**config.mk**
```make
export PLATFORM = sky130hd
export DESIGN_NAME = decode_stage
export DESIGN_NICKNAME = d
export VERILOG_FILES = /design/src/rtl/decode_stage.sv
export SDC_FILE = /design/constraint.sdc
export NUM_CORES = 1
export LEC_CHECK = 0
export CORE_AREA = 2 2 109 111
export CTS_BUF_LIST = sky130_fd_sc_hd__clkbuf_4 sky130_fd_sc_hd__clkbuf_8
export DETAILED_ROUTE_END_ITERATION = 12
export DIE_AREA = 0 0 111 113
export PLACE_DENSITY_LB_ADDON = 0.05
export SKIP_CTS_REPAIR_TIMING = 1
export SYNTH_ARGS = -nofsm -noshare
export SYNTH_HDL_FRONTEND = slang
export SYNTH_SLANG_ARGS = --single-unit
```
**constraint.sdc**
```tcl
create_clock -name clk -period 2 [get_ports clk]
set_clock_uncertainty 0.1 [all_clocks]
set_input_delay 0.3 -clock clk [delete_from_list [all_inputs] [get_ports clk]]
set_output_delay 0.3 -clock clk [all_outputs]
set_load 0.1 [all_outputs]
```
**src/rtl/decode_stage.sv**
```systemverilog
// IF/ID pipeline register plus RV32I decoder: captures the fetched word and PC,
// decodes it into opcode_out_t with register indices, immediate and legality flags.
package decode_pkg;
  typedef enum logic [5:0] {
    OP_NOP, OP_ADD, OP_SUB, OP_SLL, OP_SLT, OP_SLTU, OP_XOR, OP_SRL, OP_SRA, OP_OR, OP_AND,
    OP_ADDI, OP_SLTI, OP_SLTIU, OP_XORI, OP_ORI, OP_ANDI, OP_SLLI, OP_SRLI, OP_SRAI,
    OP_LB, OP_LH, OP_LW, OP_LBU, OP_LHU, OP_SB, OP_SH, OP_SW,
    OP_BEQ, OP_BNE, OP_BLT, OP_BGE, OP_BLTU, OP_BGEU,
    OP_JAL, OP_JALR, OP_LUI, OP_AUIPC, OP_ECALL, OP_EBREAK
  } opcode_out_t;
endpackage

module decode_stage
  import decode_pkg::*;
#(
  parameter int unsigned XLEN     = 32,
  parameter logic [XLEN-1:0] RESET_PC = '0
) (
  input  logic            clk,
  input  logic            rst_n,
  input  logic            in_valid,
  input  logic [31:0]     in_instr,
  input  logic [XLEN-1:0] in_pc,
  input  logic            stall,
  input  logic            flush,
  output logic            out_valid,
  output opcode_out_t     out_opcode,
  output logic [4:0]      out_rd,
  output logic [4:0]      out_rs1,
  output logic [4:0]      out_rs2,
  output logic [XLEN-1:0] out_imm,
  output logic [XLEN-1:0] out_pc,
  output logic            out_illegal
);

  typedef enum logic [2:0] {IMM_ZERO, IMM_I, IMM_SH, IMM_S, IMM_B, IMM_U, IMM_J} imm_fmt_t;

  logic [6:0]  w_opc;
  logic [2:0]  w_f3;
  logic [6:0]  w_f7;
  opcode_out_t w_op;
  logic        w_ill;
  logic        w_has_rd, w_has_rs1, w_has_rs2;
  imm_fmt_t    w_fmt;
  logic [31:0] w_imm32;
  logic [4:0]  w_rd, w_rs1, w_rs2;
  logic [XLEN-1:0] w_imm;

  assign w_opc = in_instr[6:0];
  assign w_f3  = in_instr[14:12];
  assign w_f7  = in_instr[31:25];

  always_comb begin
    w_op      = OP_NOP;
    w_ill     = 1'b0;
    w_has_rd  = 1'b0;
    w_has_rs1 = 1'b0;
    w_has_rs2 = 1'b0;
    w_fmt     = IMM_ZERO;
    unique case (w_opc)
      7'b0110011: begin
        w_has_rd = 1'b1; w_has_rs1 = 1'b1; w_has_rs2 = 1'b1;
        case ({w_f7, w_f3})
          {7'h00, 3'd0}: w_op = OP_ADD;
          {7'h20, 3'd0}: w_op = OP_SUB;
          {7'h00, 3'd1}: w_op = OP_SLL;
          {7'h00, 3'd2}: w_op = OP_SLT;
          {7'h00, 3'd3}: w_op = OP_SLTU;
          {7'h00, 3'd4}: w_op = OP_XOR;
          {7'h00, 3'd5}: w_op = OP_SRL;
          {7'h20, 3'd5}: w_op = OP_SRA;
          {7'h00, 3'd6}: w_op = OP_OR;
          {7'h00, 3'd7}: w_op = OP_AND;
          default:       w_ill = 1'b1;
        endcase
      end
      7'b0010011: begin
        w_has_rd = 1'b1; w_has_rs1 = 1'b1; w_fmt = IMM_I;
        case (w_f3)
          3'd0: w_op = OP_ADDI;
          3'd2: w_op = OP_SLTI;
          3'd3: w_op = OP_SLTIU;
          3'd4: w_op = OP_XORI;
          3'd6: w_op = OP_ORI;
          3'd7: w_op = OP_ANDI;
          3'd1: begin
            w_fmt = IMM_SH;
            if (w_f7 == 7'h00) w_op = OP_SLLI; else w_ill = 1'b1;
          end
          default: begin
            w_fmt = IMM_SH;
            if (w_f7 == 7'h00)      w_op = OP_SRLI;
            else if (w_f7 == 7'h20) w_op = OP_SRAI;
            else                    w_ill = 1'b1;
          end
        endcase
      end
      7'b0000011: begin
        w_has_rd = 1'b1; w_has_rs1 = 1'b1; w_fmt = IMM_I;
        case (w_f3)
          3'd0:    w_op = OP_LB;
          3'd1:    w_op = OP_LH;
          3'd2:    w_op = OP_LW;
          3'd4:    w_op = OP_LBU;
          3'd5:    w_op = OP_LHU;
          default: w_ill = 1'b1;
        endcase
      end
      7'b0100011: begin
        w_has_rs1 = 1'b1; w_has_rs2 = 1'b1; w_fmt = IMM_S;
        case (w_f3)
          3'd0:    w_op = OP_SB;
          3'd1:    w_op = OP_SH;
          3'd2:    w_op = OP_SW;
          default: w_ill = 1'b1;
        endcase
      end
      7'b1100011: begin
        w_has_rs1 = 1'b1; w_has_rs2 = 1'b1; w_fmt = IMM_B;
        case (w_f3)
          3'd0:    w_op = OP_BEQ;
          3'd1:    w_op = OP_BNE;
          3'd4:    w_op = OP_BLT;
          3'd5:    w_op = OP_BGE;
          3'd6:    w_op = OP_BLTU;
          3'd7:    w_op = OP_BGEU;
          default: w_ill = 1'b1;
        endcase
      end
      7'b1101111: begin w_op = OP_JAL; w_has_rd = 1'b1; w_fmt = IMM_J; end
      7'b1100111: begin
        w_has_rd = 1'b1; w_has_rs1 = 1'b1; w_fmt = IMM_I;
        if (w_f3 == 3'd0) w_op = OP_JALR; else w_ill = 1'b1;
      end
      7'b0110111: begin w_op = OP_LUI;   w_has_rd = 1'b1; w_fmt = IMM_U; end
      7'b0010111: begin w_op = OP_AUIPC; w_has_rd = 1'b1; w_fmt = IMM_U; end
      7'b1110011: begin
        if (in_instr == 32'h0000_0073)      w_op = OP_ECALL;
        else if (in_instr == 32'h0010_0073) w_op = OP_EBREAK;
        else                                w_ill = 1'b1;
      end
      7'b0001111: w_op = OP_NOP;
      default:    w_ill = 1'b1;
    endcase
  end

  always_comb begin
    w_imm32 = '0;
    case (w_fmt)
      IMM_I:   w_imm32 = {{20{in_instr[31]}}, in_instr[31:20]};
      IMM_SH:  w_imm32 = {27'b0, in_instr[24:20]};
      IMM_S:   w_imm32 = {{20{in_instr[31]}}, in_instr[31:25], in_instr[11:7]};
      IMM_B:   w_imm32 = {{19{in_instr[31]}}, in_instr[31], in_instr[7], in_instr[30:25],
                          in_instr[11:8], 1'b0};
      IMM_U:   w_imm32 = {in_instr[31:12], 12'b0};
      IMM_J:   w_imm32 = {{11{in_instr[31]}}, in_instr[31], in_instr[19:12], in_instr[20],
                          in_instr[30:21], 1'b0};
      default: w_imm32 = '0;
    endcase
  end

  // Fields a format lacks are zeroed so downstream hazard checks never see phantom registers.
  assign w_rd  = (w_has_rd  && !w_ill) ? in_instr[11:7]  : '0;
  assign w_rs1 = (w_has_rs1 && !w_ill) ? in_instr[19:15] : '0;
  assign w_rs2 = (w_has_rs2 && !w_ill) ? in_instr[24:20] : '0;
  assign w_imm = w_ill ? '0 : XLEN'($signed(w_imm32));

  always_ff @(posedge clk or negedge rst_n) begin
    if (!rst_n) begin
      out_valid   <= 1'b0;
      out_opcode  <= OP_NOP;
      out_rd      <= '0;
      out_rs1     <= '0;
      out_rs2     <= '0;
      out_imm     <= '0;
      out_pc      <= RESET_PC;
      out_illegal <= 1'b0;
    end else if (flush || (!stall && !in_valid)) begin
      out_valid   <= 1'b0;
      out_opcode  <= OP_NOP;
      out_rd      <= '0;
      out_rs1     <= '0;
      out_rs2     <= '0;
      out_imm     <= '0;
      out_pc      <= RESET_PC;
      out_illegal <= 1'b0;
    end else if (!stall) begin
      out_valid   <= 1'b1;
      out_opcode  <= w_ill ? OP_NOP : w_op;
      out_rd      <= w_rd;
      out_rs1     <= w_rs1;
      out_rs2     <= w_rs2;
      out_imm     <= w_imm;
      out_pc      <= in_pc;
      out_illegal <= w_ill;
    end
  end

endmodule

```
==> summary.md, run 1 <==
| Metric | Value |
|---|---|
| CP Buf/Inv Count | 4 |
| Seq/Total Area, Yosys | a little under half |
| CP max stage delay | 0.45 ns |
| Critical Path Stages | 10 |
| Final Max Tran Viols | 0 |
| Final setup margin | -0.152 ns |
| Syn_nets | 550 |
| Critical Path Source | in_instr[17] |
| Area contributors post-synth | dfrtp_1 46%, o31ai_2 8.0%, a22o_1 6.3% |
| Worst rel slew slack | approximately 62% |
| DP HPWL | 11800 µm |
| Port Buf Inserts | approximately 160 |
| Tmin final | about 2.2 ns |
| RSZ-0062 raised after global routing | true |
| CP arrival | approximately 2.4 ns |
| CTS tree | built |
| Gpl congestion | approximately 0.89 |
| Num rows | 39 |
| Hold Slack | 0.230 ns |
| Die height | about 110 µm |
| CTS clk-pin slew, worst paths | roughly 0.090 ns |
| Max Buffers Root-to-Sink | 2 |
| CP max FO | 8 |
| WL final | between 15000 and 20000 µm |
| Commonest cells post-synth | 87 x dfrtp_1, 69 x nand2_1, 34 x a22o_1, 32 x clkbuf_1 |
| First-pass GRT wire length | roughly 24000 µm |
| Leakage power | 3.69 nW |
| Final Non-Filler Cells | 875 |
| PwrDens | between 500 and 600 mW/mm² |
| Yosys reg bits | 87 |
| Yosys warns | 0 |
| Critical path cell sequence | clkdlybuf4s50_1 -> nor4_2 -> buf_4 -> nand3_2 -> nor3_1 -> o22a_1 -> nand3_4 -> buf_6 -> buf_12 -> o31ai_4 |
| Setup crit end | out_imm[30] |
| Worst path required time | 2.19 ns |
| GRT Resource Usage Total | 24.6% |
| Via count | between 4000 and 5000 |
| Vias in the first global route | ~4700 |
| Initial DRT Pass Iterations | 6 |
| Synthesized instance count | a little under 500 |
| Number of hold violations in the final report | 0 |
| Top_reg_cell synth | dfrtp_1 |
| Fin nets | between 700 and 800 |
| Total grt overflow | 0 |
| Max Freq | between 400 and 500 MHz |
| # IOs | between 150 and 200 |
| Core Box Area | around 0.011 mm² |
| Diodes inserted | 0 |
| CP startpoint kind | input port |
| CTS sink count | 87 |
| Number of max-cap violations | 0 |
| Root Driver | clkbuf_8 |
| Period utilisation layout | 108% |
| Worst VDD drop | 0.527 mV |
| Fillers | 937 |
| Reg2reg end | out_opcode[1] |
| Initial Util | approximately two fifths |
| Final total power | 0.00402 W |
| Via density | around 5.4 |
| Count of cell types in the netlist | 58 |
| Die width | roughly 110 µm |
| FF-to-FF path depth | 4 |
| CP max stage cell | clkdlybuf4s50_1 |
| Leading area contributor after synthesis | dfrtp_1 |
| DR iter-0 viols | 320 |
| Final setup violation count | between 40 and 50 |
| Status | complete, but fails checks |
| Area grow syn2layout | 64.1% |
| Multi-input gate area | 0.00269 mm² |
| Reg area | 0.00218 mm² |
| Worst hold path class | in2reg |
| Post-DRT Antenna Nets | 0 |
| H-tree levels | 3 |
| Count leader, synth | dfrtp_1 |
| Initial antenna violation count | 0 |
| Drt wl/cell | between 15 and 20 µm |
| Synth async-reset ratio | 100% |
| Cell area after synthesis | 0.00470 mm² |
| DIE AREA | around 0.013 mm² |
| TritonCTS Buffers | 9 |
| Post-synth EDFFs | 0 |
| Largest net degree at the start of global routing | 75 |
| Yosys top cell area share | 46.3% |
| Failing checks | negative setup slack |
| CP delay by family, top | buffers and inverters |
| Crit end category | register |
| Reg-to-Reg Start | out_opcode[1] |
| Cells after DPL | between 800 and 900 |
| Hold_sp | in_instr[27] |
| Clk_lat worst skew | 0.38 ns |
| Worst Setup Path Type | in2reg |
| Syn Area/Cell | about 9.8 µm² |
| Dpl ws | -0.868 ns |
| DR DRC count | 0 |
| Ratio of cells with drive above 1 in the final layout | around 45% |
| Worst-Margin Slew | approximately 0.56 ns |
| Reg2reg setup slack | about 0.46 ns |
[registers in the layout, summed over array words and instances, names as in the netlist]
| register | count |
|---|---|
| out_imm | 32 |
| out_pc | 32 |
| out_opcode | 6 |
| out_rd | 5 |
| out_rs1 | 5 |
| out_rs2 | 5 |
| out_illegal | 1 |
| out_valid | 1 |
[power breakdown]
part           internal, W  total (W)  leakage [nW]  switching [W]
clock             0.000626    0.00128         0.103       0.000658
sequential         0.00178    0.00180          1.20      0.0000145
combinational     0.000362   0.000939          2.39       0.000577
total              0.00277    0.00402          3.69        0.00125
[worst register-to-register path: stages, from the launching register on]
cell	delay, ns
dfrtp_1	0.41
a221o_1	0.33
a311o_1	0.32
nor3_1	0.23
a21oi_2	0.05
[through the flow]
step                      instance area (µm²)  setup TNS, ns  util [%]
after floorplan                          4710         -11.31         -
after global placement                   6960         -36.44      61.8
after detailed placement                 6960         -40.47      61.8
after CTS                                7160         -18.60      63.5
after global routing                     7710          -7.77      68.4
final                                    7710          -4.42      68.4
[routing by layer]
layer / track usage [%] / wire length (µm) / vias to the layer above
met5: 0 / 0 / -
met4: 7.00 / 205 / 0
met3: 5.62 / 821 / 12
met2: 40.4 / 7940 / 153
met1: 32.8 / 6900 / 2309
li1: - / - / 2252
[layout by cell type, fill, tap and decap left out, types with 7 or more instances in the layout]
cell type / instances
nand2_1: 69
a21oi_1: 13
buf_4: 192
a21oi_2: 18
o21ai_2: 7
o31ai_4: 9
nor2_1: 21
clkdlybuf4s50_1: 48
inv_1: 27
nor3_1: 7
a22o_1: 34
o21ai_0: 7
o31ai_2: 23
dfrtp_1: 87
dlymetal6s2s_1: 16
buf_6: 11
nand2b_1: 11
clkbuf_8: 10
o41ai_2: 10
[cell type report]
cell class | instances | share of cell area [%]
Tap cell | 143 | 2.32
Timing Repair Buffer | 275 | 30.7
Sequential cell | 87 | 28.2
Clock buffer | 11 | 1.88
Inverter | 27 | 1.31
Clock inverter | 5 | 0.730
Multi-Input combinational cell | 327 | 34.9
[cell families after synthesis]
family | after synthesis | share of synthesized area, %
and+or+nand+nor | 154 | 16.3
xor gates and xnor gates | 4 | 0.745
muxes | 3 | 0.692
AOI/OAI and AO/OA | 166 | 29.9
DFF | 87 | 46.3
buffers and inverters | 67 | 5.96
[how the worst min path moves through the flow]
stage / endpoint / slack, ns / depth (start not counted)
floorplan: out_illegal / -0.1 / 0
global placement: out_pc[21] / 0.21 / 1
detailed placement: out_pc[21] / 0.21 / 1
CTS: out_illegal / -0.21 / 1
global route: out_imm[7] / 0.22 / 4
finish: out_imm[7] / 0.23 / 4
Note: power is estimated with default switching activity, not from simulation.
==> run 2, diff against run 1 <==
- CTS_CLUSTER_DIAMETER: default -> 80
- CTS_CLUSTER_SIZE: default -> 14
==> results of run 2 <==
Final layout, timing and power as in run 1 (identical DEF).
==> run 3, diff against run 2 <==
- ABC_CLOCK_PERIOD_IN_PS: default -> 2000
==> results of run 3 <==
Final layout, timing and power as in run 1 (identical DEF).
